===== src/rtl/mips_mem_pkg.sv =====
// -----------------------------------------------------------------------------
// mips_mem_pkg
// Shared definitions for the MEM-stage store path.
//   - DATA_W          : memory word width (only 32 is supported)
//   - SZ_BYTE/HALF/WORD: req_size encodings (2'b11 is handled as a word)
//   - state_e         : store_rmw_unit FSM states
//   - is_word()       : size decode helper
//   - is_misaligned() : natural-alignment test used by the trap build
// Optional feature macro: STORE_MISALIGN_TRAP_EN adds the ST_TRAP state.
// -----------------------------------------------------------------------------
package mips_mem_pkg;

    localparam int DATA_W = 32;

    localparam logic [1:0] SZ_BYTE = 2'b00;
    localparam logic [1:0] SZ_HALF = 2'b01;
    localparam logic [1:0] SZ_WORD = 2'b10;

    typedef enum logic [2:0] {
        ST_IDLE  = 3'd0,
        ST_READ  = 3'd1,
        ST_MERGE = 3'd2,
        ST_WRITE = 3'd3
`ifdef STORE_MISALIGN_TRAP_EN
        ,
        ST_TRAP  = 3'd4
`endif
    } state_e;

    // Both 2'b10 and 2'b11 are word stores, so only the top bit matters.
    function automatic logic is_word(input logic [1:0] size);
        return size[1];
    endfunction

    // Half needs addr[0]==0, word needs addr[1:0]==0; bytes are always aligned.
    function automatic logic is_misaligned(input logic [1:0] size,
                                           input logic [1:0] addr_lo);
        logic bad;
        if (size[1] == 1'b1) begin
            bad = (addr_lo != 2'b00);
        end else if (size == SZ_HALF) begin
            bad = addr_lo[0];
        end else begin
            bad = 1'b0;
        end
        return bad;
    endfunction

endpackage


===== src/rtl/store_lane_merge.sv =====
// -----------------------------------------------------------------------------
// store_lane_merge
// Purely combinational big-endian lane merge for sub-word stores.
// Ports:
//   old_word [31:0] in  : word currently held in memory
//   operand  [31:0] in  : register operand; narrowed to byte/half by size
//   size     [1:0]  in  : SZ_BYTE / SZ_HALF / word (10 or 11)
//   addr_lo  [1:0]  in  : byte offset within the word
//   merged   [31:0] out : old_word with the addressed lane(s) replaced
// Byte offset 0 is the most significant byte (big-endian). Half stores use
// only addr_lo[1]. Word size passes the operand through unchanged so a
// future store buffer can use this block for every store width.
// -----------------------------------------------------------------------------
module store_lane_merge
    import mips_mem_pkg::*;
(
    input  logic [DATA_W-1:0] old_word,
    input  logic [DATA_W-1:0] operand,
    input  logic [1:0]        size,
    input  logic [1:0]        addr_lo,
    output logic [DATA_W-1:0] merged
);

    // Replace the addressed lane, keep every other lane from old_word.
    always_comb begin
        merged = old_word;
        case (size)
            SZ_BYTE: begin
                case (addr_lo)
                    2'b00:   merged = {operand[7:0], old_word[23:0]};
                    2'b01:   merged = {old_word[31:24], operand[7:0], old_word[15:0]};
                    2'b10:   merged = {old_word[31:16], operand[7:0], old_word[7:0]};
                    2'b11:   merged = {old_word[31:8], operand[7:0]};
                    default: merged = old_word;
                endcase
            end
            SZ_HALF: begin
                if (addr_lo[1] == 1'b0) begin
                    merged = {operand[15:0], old_word[15:0]};
                end else begin
                    merged = {old_word[31:16], operand[15:0]};
                end
            end
            default: merged = operand;
        endcase
    end

endmodule


===== src/rtl/store_rmw_unit.sv =====
// -----------------------------------------------------------------------------
// store_rmw_unit
// MEM-stage store unit for a word-wide data memory without byte enables.
// Word stores write directly; byte/half stores do read-modify-write.
// Ports:
//   clk, rst              : clock, synchronous active-high reset
//   req_valid/req_ready   : request handshake (ready only in IDLE)
//   req_addr/data/size    : byte address, rt operand, size (00 b, 01 h, 1x w)
//   mem_addr              : word-aligned address, 0 when no strobe is active
//   mem_rd_en/mem_rdata   : read strobe; data returns the following cycle
//   mem_wr_en/mem_wdata   : write strobe and data (data 0 when no write)
//   busy                  : FSM not in IDLE
//   done                  : one-cycle pulse in the write cycle
//   misalign              : one-cycle trap pulse (STORE_MISALIGN_TRAP_EN only)
// Optional feature macro: STORE_MISALIGN_TRAP_EN. Without it misaligned half
// and word stores are silently aligned.
// -----------------------------------------------------------------------------
module store_rmw_unit #(
    parameter int ADDR_W = 32,
    parameter int DATA_W = 32
) (
    input  logic              clk,
    input  logic              rst,
    input  logic              req_valid,
    output logic              req_ready,
    input  logic [ADDR_W-1:0] req_addr,
    input  logic [DATA_W-1:0] req_data,
    input  logic [1:0]        req_size,
    output logic [ADDR_W-1:0] mem_addr,
    output logic              mem_rd_en,
    input  logic [DATA_W-1:0] mem_rdata,
    output logic              mem_wr_en,
    output logic [DATA_W-1:0] mem_wdata,
    output logic              busy,
    output logic              done
`ifdef STORE_MISALIGN_TRAP_EN
    ,
    output logic              misalign
`endif
);

    import mips_mem_pkg::*;

    state_e            state_q, state_d;
    logic [ADDR_W-1:0] addr_q,  addr_d;
    logic [DATA_W-1:0] data_q,  data_d;
    logic [1:0]        size_q,  size_d;
    logic [DATA_W-1:0] merge_q, merge_d;
    logic [DATA_W-1:0] merged_s;
    logic [ADDR_W-1:0] aligned_s;

    assign aligned_s = {addr_q[ADDR_W-1:2], 2'b00};

    store_lane_merge u_lane_merge (
        .old_word (mem_rdata),
        .operand  (data_q),
        .size     (size_q),
        .addr_lo  (addr_q[1:0]),
        .merged   (merged_s)
    );

    // State and request-context registers with synchronous reset.
    always_ff @(posedge clk) begin
        if (rst) begin
            state_q <= ST_IDLE;
            addr_q  <= {ADDR_W{1'b0}};
            data_q  <= {DATA_W{1'b0}};
            size_q  <= 2'b00;
            merge_q <= {DATA_W{1'b0}};
        end else begin
            state_q <= state_d;
            addr_q  <= addr_d;
            data_q  <= data_d;
            size_q  <= size_d;
            merge_q <= merge_d;
        end
    end

    // Next-state logic; the request is latched on acceptance in IDLE.
    always_comb begin
        state_d = state_q;
        addr_d  = addr_q;
        data_d  = data_q;
        size_d  = size_q;
        merge_d = merge_q;
        case (state_q)
            ST_IDLE: begin
                if (req_valid) begin
                    addr_d = req_addr;
                    data_d = req_data;
                    size_d = req_size;
`ifdef STORE_MISALIGN_TRAP_EN
                    if (is_misaligned(req_size, req_addr[1:0])) begin
                        state_d = ST_TRAP;
                    end else if (is_word(req_size)) begin
                        state_d = ST_WRITE;
                    end else begin
                        state_d = ST_READ;
                    end
`else
                    if (is_word(req_size)) begin
                        state_d = ST_WRITE;
                    end else begin
                        state_d = ST_READ;
                    end
`endif
                end else begin
                    state_d = ST_IDLE;
                end
            end
            ST_READ:  state_d = ST_MERGE;
            ST_MERGE: begin
                // mem_rdata holds the word requested in READ during this cycle.
                merge_d = merged_s;
                state_d = ST_WRITE;
            end
            ST_WRITE: state_d = ST_IDLE;
`ifdef STORE_MISALIGN_TRAP_EN
            ST_TRAP:  state_d = ST_IDLE;
`endif
            default:  state_d = ST_IDLE;
        endcase
    end

    // Output decode from the state register; address/data are zero off-strobe.
    always_comb begin
        req_ready = 1'b0;
        busy      = 1'b1;
        mem_rd_en = 1'b0;
        mem_wr_en = 1'b0;
        done      = 1'b0;
        mem_addr  = {ADDR_W{1'b0}};
        mem_wdata = {DATA_W{1'b0}};
`ifdef STORE_MISALIGN_TRAP_EN
        misalign  = 1'b0;
`endif
        case (state_q)
            ST_IDLE: begin
                req_ready = 1'b1;
                busy      = 1'b0;
            end
            ST_READ: begin
                mem_rd_en = 1'b1;
                mem_addr  = aligned_s;
            end
            ST_MERGE: begin
                mem_rd_en = 1'b0;
            end
            ST_WRITE: begin
                mem_wr_en = 1'b1;
                done      = 1'b1;
                mem_addr  = aligned_s;
                if (is_word(size_q)) begin
                    mem_wdata = data_q;
                end else begin
                    mem_wdata = merge_q;
                end
            end
`ifdef STORE_MISALIGN_TRAP_EN
            ST_TRAP: begin
                misalign = 1'b1;
            end
`endif
            default: begin
                busy = 1'b1;
            end
        endcase
    end

endmodule

===== config.mk =====
export PLATFORM = sky130hd
export DESIGN_NAME = store_rmw_unit
export DESIGN_NICKNAME = d
export VERILOG_FILES = /design/src/rtl/mips_mem_pkg.sv /design/src/rtl/store_lane_merge.sv /design/src/rtl/store_rmw_unit.sv
export SDC_FILE = /design/constraint.sdc
export NUM_CORES = 1
export LEC_CHECK = 0
export CELL_PAD_IN_SITES_DETAIL_PLACEMENT = 1
export CELL_PAD_IN_SITES_GLOBAL_PLACEMENT = 2
export CORE_MARGIN = 2
export CORE_UTILIZATION = 29
export CTS_CLUSTER_DIAMETER = 200
export CTS_CLUSTER_SIZE = 28
export DETAILED_ROUTE_END_ITERATION = 8
export PLACE_DENSITY = 0.89
export SYNTH_ARGS = -nofsm -noshare
export SYNTH_HDL_FRONTEND = slang
export SYNTH_SLANG_ARGS = --single-unit

===== constraint.sdc =====
create_clock -name clk -period 4.6 [get_ports clk]
set_clock_uncertainty 0.15 [all_clocks]
set_input_delay 1.15 -clock clk [delete_from_list [all_inputs] [get_ports clk]]
set_output_delay 1.15 -clock clk [all_outputs]
set_load 0.005 [all_outputs]

## After elaboration in Yosys (flattened, before gate mapping)

Index checks and enable logic that the tools add are counted.

| operators by class | value |
|---|---|
| eq/ne operators | 7 |
| multiplexer cells | 13 |
| reductions and logical operators | 5 |

Operators with widths:

| kind | count |
|---|---|
| $mux 32 | 4 |
| $pmux 32 s4 | 1 |
| $pmux 32 s2 | 1 |
| $pmux 3 s3 | 1 |
| $eq 3x2->1 const B | 2 |
| $eq 2x1->1 const B | 2 |
| $eq 2x2->1 const B | 2 |
| $logic_not 2->1 | 2 |
| $mux 1 | 4 |
| $eq 3x1->1 const B | 1 |
| $logic_not 3->1 | 1 |
| $mux 3 | 1 |
| $mux 2 | 1 |
| $reduce_and 2->1 | 1 |
| $reduce_or 2->1 | 1 |

| word-level totals | value |
|---|---|
| flip-flop bits (word level) | 101 |
| bits of input ports | 101 |
| output and inout bits | 69 |
| logic and storage cells | 30 |

## Logic depth before layout (Yosys ltp)

Gate-level depths: netlist of the first run.

| logic depth | value |
|---|---|
| depth in word-level cells | 3 |
| gate-level depth with buffers | 8 |
| depth with buffers taken out | 6 |

## By module

A second synthesis of the first run with hierarchy kept.

| unflattened totals | value |
|---|---|
| cells, all modules | 656 |
| area total of the unflattened synthesis | 6182.2 µm² |

Modules (own cells, without submodules):

| module | instances | cells each | area each (µm²) | sequential area each (µm²) |
|---|---|---|---|---|
| store_rmw_unit | 1 | 529 | 5188.7 | 2001.9 |
| store_lane_merge | 1 | 127 | 993.5 | 0.0 |

## Least setup slack after synthesis of the first run

Ideal clock, no wire load.

| timing | value |
|---|---|
| kind | register to output |
| start point | reg state_q[1] |
| end point | out mem_addr[10] |
| data arrival time | 1157 ps |
| required time | 3300 ps |
| setup slack | 2143 ps |
| stages on the path, launching flop included | 6 |
| buffers on the path | 1 |
| path through | dfxtp_1 > inv_1 > ha_1 > nor2_1 > clkbuf_1 > nor2b_1 |

| between the ends | value |
|---|---|
| cells in the longest elaborated chain, start to end | 3 |
| elaborated cells between the ends (all ways) | 4 |
| those cells by class | 2 x eq/ne; 1 x mux; 1 x reduce/logical |

Ends and longest elaborated chain:

| what | RTL line | source |
|---|---|---|
| start: declaration | store_rmw_unit.sv:44 | `state_e state_q, state_d;` |
| start signal: assignment | store_rmw_unit.sv:71 | `state_q <= state_d;` |
| $eq 3x2->1 or $eq 3x1->1 (tied branches) | store_rmw_unit.sv:137 | `case (state_q)` |
| $reduce_or 2->1 (no source line) (*) | n/a |  |
| $mux 32 (*) | store_rmw_unit.sv:137 |  |
| end: declaration | store_rmw_unit.sv:29 | `output logic [ADDR_W-1:0] mem_addr,` |

Mark *: on every way between the ends. The rest lies on a longest branch, timed or not.

## Final worst setup path of the first run

| timing | value |
|---|---|
| start point | reg size_q[1] |
| end point | out mem_wdata[8] |

| between the ends | value |
|---|---|
| cells in the longest elaborated chain, start to end | 2 |

Ends and longest elaborated chain:

| what | RTL line | source |
|---|---|---|
| start: declaration | store_rmw_unit.sv:47 | `logic [1:0] size_q, size_d;` |
| start signal: assignment | store_rmw_unit.sv:74 | `size_q <= size_d;` |
| $mux 32 | store_rmw_unit.sv:153 | `if (is_word(size_q)) begin` |
| $mux 32 | store_rmw_unit.sv:137 |  |
| end: declaration | store_rmw_unit.sv:33 | `output logic [DATA_W-1:0] mem_wdata,` |

No other way between the ends.

==> results of run 1 <==
[final cells by class]
class / instances / area (sq um)
well taps: 265 / 331.6
clock inverters: 4 / 73.82
flip-flops and latches: 100 / 2004
diodes: 2 / 5.005
inverters: 3 / 11.26
multi-input cells: 554 / 3321
fillers: 2347 / 11670
repair buffers: 178 / 1752
clock buffers: 11 / 232.7
[cell usage in the layout (no fill, tap or decap), drive strengths merged]
cell type / instances
inv: 4
o211ai: 16
bufinv: 2
nor2: 38
nor2b: 30
nor3: 17
nand2b: 35
and2: 1
ha: 5
clkinv: 1
clkdlybuf4s50: 166
mux2i: 16
a21oi: 100
a211oi: 16
diode: 2
dfxtp: 100
mux2: 32
conb: 2
clkbuf: 11
nand2: 198
buf: 12
a22o: 16
a21boi: 32
[logic make-up (layout without fill, tap and decap cells)]
group                    Yosys count  in the layout
buffers and inverters             66            196
AO/OA/AOI/OAI                    180            180
AND/OR/NAND/NOR                  319            319
other                              1              4
adder cells (fa/ha/maj)            5              5
multiplexers                      48             48
flip-flops                       100            100
[worst max-delay path, delay by kind of cell (launching register included)]
family,cells,cell delay [ns]
flip-flops,1,1.00
buffers and inverters,2,0.88
AO/OA/AOI/OAI,1,0.25
AND/OR/NAND/NOR,1,0.08
[through the flow]
step / power (W) / cell area, sq um / hold WS (ns)
2_1_floorplan: 0.002075 / 5705 / 0.2818
3_3_place_gp: 0.002466 / 7420 / 0.2873
3_5_place_dp: 0.002493 / 7420 / 0.2922
4_1_cts: 0.003327 / 7726 / 0.3024
5_1_grt: 0.003522 / 7726 / 0.3221
6_report: 0.003286 / 7731 / 0.3009
[layer usage]
| metal | global-route usage (%) | share of wire, % | wire length, um |
|---|---|---|---|
| met1 | 23.77 | 45 | 8607 |
| met2 | 31.85 | 47 | 9142 |
| met3 | 6.457 | 7.4 | 1428 |
| met4 | 3.015 | 0.76 | 146 |
| met5 | 0 | 0 | 0 |
[state kept, by name, indices dropped and copies added, names as in the netlist]
register  flops
addr_q       32
merge_q      32
state_q       2
size_q        2
data_q       32
[power by group through the flow]
stage	combinational (W)	sequential (W)	clock, W
after floorplan	0.000920	0.00116	0
after global placement	0.00122	0.00125	0
after detailed placement	0.00124	0.00126	0
after CTS	0.00124	0.00124	0.000845
after global routing	0.00137	0.00126	0.000884
final	0.00123	0.00124	0.000824
[final timing paths]
| path | endpoint | startpoint | cells after the start | slack, ns |
|---|---|---|---|---|
| worst min register to register | addr_q[17] | addr_q[17] | 2 | 0.30 |
| worst max register to register | merge_q[22] | size_q[1] | 4 | 2.12 |
| worst min-delay path | addr_q[17] | addr_q[17] | 2 | 0.30 |
| worst max-delay path | mem_wdata[8] | size_q[1] | 4 | 0.72 |
==> results.py, run 1 <==
metrics = {
    "die": {
        "dieArea_sq_um": 20800,
        "start_util_pct": 29.39,
        "die_w_um": 144.2,
        "core_area_sq_um": 19400,
        "row_count": 51,
        "io_pins": 170,
        "die_y_um": 144.2,
    },
    "cells_and_area": {
        "postLayoutCoreUtil_pct": 39.85,
        "syn2layout_area_growth_pct": 35.59,
        "drive_above_1_share_pct": 11.06,
        "instances_no_fill": 1117,
        "layout.nets": 952,
    },
    "pwr": {
        "p_comb_share_pct": 37.3,
        "p_seq_share_pct": 37.6,
        "switchingPower_w": 0.001221,
        "power_density_nw_per_um2": 425.1,
        "internal-power_w": 0.002065,
        "sw_frac_of_total_pct": 37.17,
        "p_leak_nw": 2.663,
        "ir_drop_v": 0.0003236,
        "clockPowerShare_pct": 25.1,
    },
    "global_routing": {
        "grt_start_max_net_pins": 65,
        "grt_pass1_vias": 5533,
        "antenna_found_initial": 2,
        "grt-ovfl-total": 0,
        "grt_pass1_wl_um": 30150,
        "grt_usage_pct": 18.86,
    },
    "yosys": {
        "synth_top_family_by_area": "simple AND/OR/NAND/NOR gates",
        "synthSimpleGateAreaFrac_pct": 25.85,
        "async_flop_share_pct": 0,
        "synth_top_flop_cell": "dfxtp_1",
        "synth.most_common_cell": "nand2_1",
        "synthDistinctLibCells": 35,
        "yosysTopAreaCellShare_pct": 35.11,
        "synth_edf_count": 0,
        "synth_area_leaders": "dfxtp_1 (35%), nand2_1 (13%), a21oi_1 (7.8%), nand2b_1 (3.7%), nor2b_1 (3.3%)",
        "synth_fa_ha_area_share_pct": 1.097,
        "syn_inst": 719,
        "syn_area_per_cell_sq_um": 7.930,
        "syn_area_sq_um": 5702,
        "synth_top_area_cell": "dfxtp_1",
        "ys_top_cells_by_count": "nand2_1 (197), dfxtp_1 (100), a21oi_1 (89), nor2_1 (36), nand2b_1 (34)",
        "yosys_register_bits": 100,
        "synth_mux_area_share_pct": 9.655,
        "synth-compound-area-share_pct": 21.31,
        "yosys_warnings": 0,
        "yosysSeqAreaShare_pct": 35.11,
        "synthXorXnorAreaFrac_pct": 0,
    },
    "sta": {
        "setup_slack_ns": 0.7225,
        "worst_pin_slew_ns": 1.018,
        "drv_slew": 0,
        "finalSetupViolCount": 0,
        "final-hold-violation-count": 0,
        "max-slew-margin-rel_pct": 32.11,
        "setup_tns_ns": 0,
        "period_share_pct": 84.29,
        "min_period_ns": 3.877,
        "rsz0062_at_grt": "no",
        "timing.fmax_mhz": 257.9,
    },
    "clock_network": {
        "numCtsBuffers": 9,
        "clock_sinks": 100,
        "clk_path_buf_depth": 2,
        "cts_resized": 0,
        "worstSkewPairLatency_ns": 0.35,
        "clk_pin_slew_ns": 0.07,
        "clock-root-buffer": "clkbuf_16",
        "cts.htree.levels": 3,
        "cts_tree": "done",
        "cts_hold_buffers": 0,
        "postCtsSetupBuffers": 0,
    },
    "setup_path": {
        "cp.required_ns": 3.30,
        "max_stage_delay_ns": 1.00,
        "startpoint_type": "flop",
        "crit_slowest_cell": "dfxtp_2",
        "cp-end-kind": "primary output",
        "cp_max_fo": 55,
        "worstPathCellList": "buf_4 -> nand2_1 -> a21boi_0 -> clkdlybuf4s50_1",
        "critPathKind": "reg2out",
        "crit_arrival_ns": 2.58,
    },
    "placement": {
        "hpwl_um": 13470,
        "place_congestion": 0.7222,
        "dp_cells": 1100,
        "port_buffers": 167,
        "dp_slack_ns": 1.090,
    },
    "drt": {
        "vias": 5365,
        "ant_nets": 0,
        "wire_per_inst_um": 17.30,
        "drcViolationCount": 0,
        "first_pass_iters": 4,
        "wirelength_um": 19330,
        "first_iter_violations": 221,
        "avgViaCountPerCell": 4.803,
    },
    "status": {
        "status": "complete, no violations",
    },
    "worst_hold_path": {
        "hp-class": "reg2reg",
    },
    "flow_run": {
        "maxCapViolCount": 0,
    },
}
Power figures use the tool's default switching activity.
==> inputs of run 2 (changes only) <==
CORE_UTILIZATION = 27   (was 29)
PLACE_DENSITY = 0.84   (was 0.89)
clock period = 3.8 ns   (was 4.6 ns; I/O delays follow)
==> run 2 against run 1 <==
Against the previous run: first-iteration DRC count rose by 0.90%; total power rose by 22%; core utilization fell by 2.5 points; critical path depth unchanged; setup slack worse by 0.19 ns; global-route usage decreased by 0.73 points; sequential power is 19% higher; die area increased by 7.2%; combinational power increased by 26%; hold slack better by 0.0055 ns; flip-flop and latch count unchanged; wire length is 2.6% higher.
==> results.py, run 2 (synthesis gave the netlist of run 1 again) <==
metrics = {
    "status": {
        "status": "complete, no violations",
    },
    "cells_and_area": {
        "seq_area_sq_um": 2004,
        "multi_input_area_sq_um": 3321,
        "postLayoutCoreUtil_pct": 37.40,
        "most-common-layout-cells": "nand2_1 (196), clkdlybuf4s50_1 (166), dfxtp_1 (98)",
        "layout.nets": 957,
        "syn2layout_area_growth_pct": 37.02,
        "antennaDiodeCount": 0,
        "final_common_cell": "nand2_1",
        "fill_cells": 2519,
        "top_regs": "addr_q: 32 flops, data_q: 32 flops, merge_q: 32 flops",
        "instances_no_fill": 1131,
        "drive_above_1_share_pct": 11.92,
    },
    "die": {
        "core_area_sq_um": 20890,
        "start_util_pct": 27.30,
        "die_y_um": 149.3,
        "die_w_um": 149.3,
        "io_pins": 170,
        "row_count": 53,
        "dieArea_sq_um": 22300,
    },
    "global_routing": {
        "grt_pass1_vias": 5606,
        "grt_usage_pct": 18.13,
        "grt-ovfl-total": 0,
        "grt_pass1_wl_um": 31210,
        "grt_start_max_net_pins": 64,
        "antenna_found_initial": 1,
    },
    "setup_path": {
        "critPathKind": "reg2out",
        "startpoint_type": "flop",
        "cp_max_fo": 48,
        "max_stage_delay_ns": 0.56,
        "cp.required_ns": 2.70,
        "worstPathCellList": "buf_12 -> nand2_1 -> a21boi_0 -> clkdlybuf4s50_1",
        "crit_arrival_ns": 2.16,
        "cp-end-kind": "primary output",
        "crit_slowest_cell": "dfxtp_2",
    },
    "drt": {
        "first_iter_violations": 223,
        "vias": 5357,
        "ant_nets": 0,
        "wire_per_inst_um": 17.53,
        "wirelength_um": 19830,
        "first_pass_iters": 4,
        "avgViaCountPerCell": 4.737,
        "drcViolationCount": 0,
    },
    "clock_network": {
        "clock-root-buffer": "clkbuf_16",
        "cts.htree.levels": 3,
        "cts_resized": 0,
        "clock_sinks": 100,
        "cts_tree": "done",
        "postCtsSetupBuffers": 0,
        "worstSkewPairLatency_ns": 0.35,
        "clk_pin_slew_ns": 0.07,
        "cts_hold_buffers": 0,
        "numCtsBuffers": 9,
        "clk_path_buf_depth": 2,
    },
    "pwr": {
        "p_leak_nw": 2.695,
        "ir_drop_v": 0.0002439,
        "total_power_w": 0.003997,
        "power_density_nw_per_um2": 511.7,
    },
    "placement": {
        "port_buffers": 167,
        "dp_cells": 1115,
        "place_congestion": 0.7427,
        "hpwl_um": 13870,
    },
    "sta": {
        "finalSetupViolCount": 0,
        "setup_tns_ns": 0,
        "max-slew-margin-rel_pct": 46.49,
        "min_period_ns": 3.263,
        "period_share_pct": 85.86,
        "timing.fmax_mhz": 306.5,
        "worst_pin_slew_ns": 0.8026,
        "drv_slew": 0,
        "final-hold-violation-count": 0,
        "rsz0062_at_grt": "no",
    },
    "flow_run": {
        "maxCapViolCount": 0,
    },
    "worst_hold_path": {
        "hp-class": "reg2reg",
    },
}
run 2: cell types whose count changed in the layout (fill, tap and decap cells not counted):
cell / previous run / this run
buf_12: 0 / 3
buf_4: 12 / 14
bufinv_16: 2 / 1
clkbuf_1: 2 / 0
clkinv_2: 1 / 0
clkinvlp_4: 0 / 2
diode_2: 2 / 0
inv_6: 1 / 4
run 2: where the power goes:
group          switching (W)  internal [W]  total (W)
combinational       0.000862      0.000685    0.00155
sequential          0.000198       0.00127    0.00147
clock               0.000459      0.000521   0.000981
total                0.00152       0.00248    0.00400
run 2: final timing paths:
path | to | from | cells after the start | slack (ns)
worst max-delay path | mem_wdata[31] | size_q[1] | 4 | 0.54
worst min-delay path | data_q[19] | data_q[19] | 2 | 0.31
worst max register to register | merge_q[26] | state_q[0] | 6 | 1.64
worst min register to register | data_q[19] | data_q[19] | 2 | 0.31
run 2: cell type report:
class | count | share of cell area, %
inverter | 3 | 0.1441
multi-input combinational | 554 | 42.50
sequential | 100 | 25.66
timing repair buffer | 183 | 23.38
clock buffer | 9 | 2.883
tap | 275 | 4.404
clock inverter | 7 | 1.025
run 2: critical path, delay by kind of cell (launching register included):
family / cells / cell delay [ns]
AO/OA/AOI/OAI: 1 / 0.25
AND/OR/NAND/NOR: 1 / 0.12
buffers and inverters: 2 / 0.82
flip-flops: 1 / 0.56
run 2: stage by stage:
stage	cell area [sq um]	setup WS, ns	hold WS, ns
finish	7812	0.5373	0.3064
floorplan	5705	1.543	0.2818
global placement	7507	0.9350	0.2946
global route	7812	0.3948	0.3222
CTS	7812	0.5163	0.3074
detailed placement	7507	0.9150	0.2968
run 2: per-layer routing:
metal	routed length, um	global-route usage [%]	vias up
met5	12	0	-
met1	9213	23.73	2541
met2	9309	30.46	127
li1	-	-	2672
met4	204	4.095	2
met3	1089	4.098	15
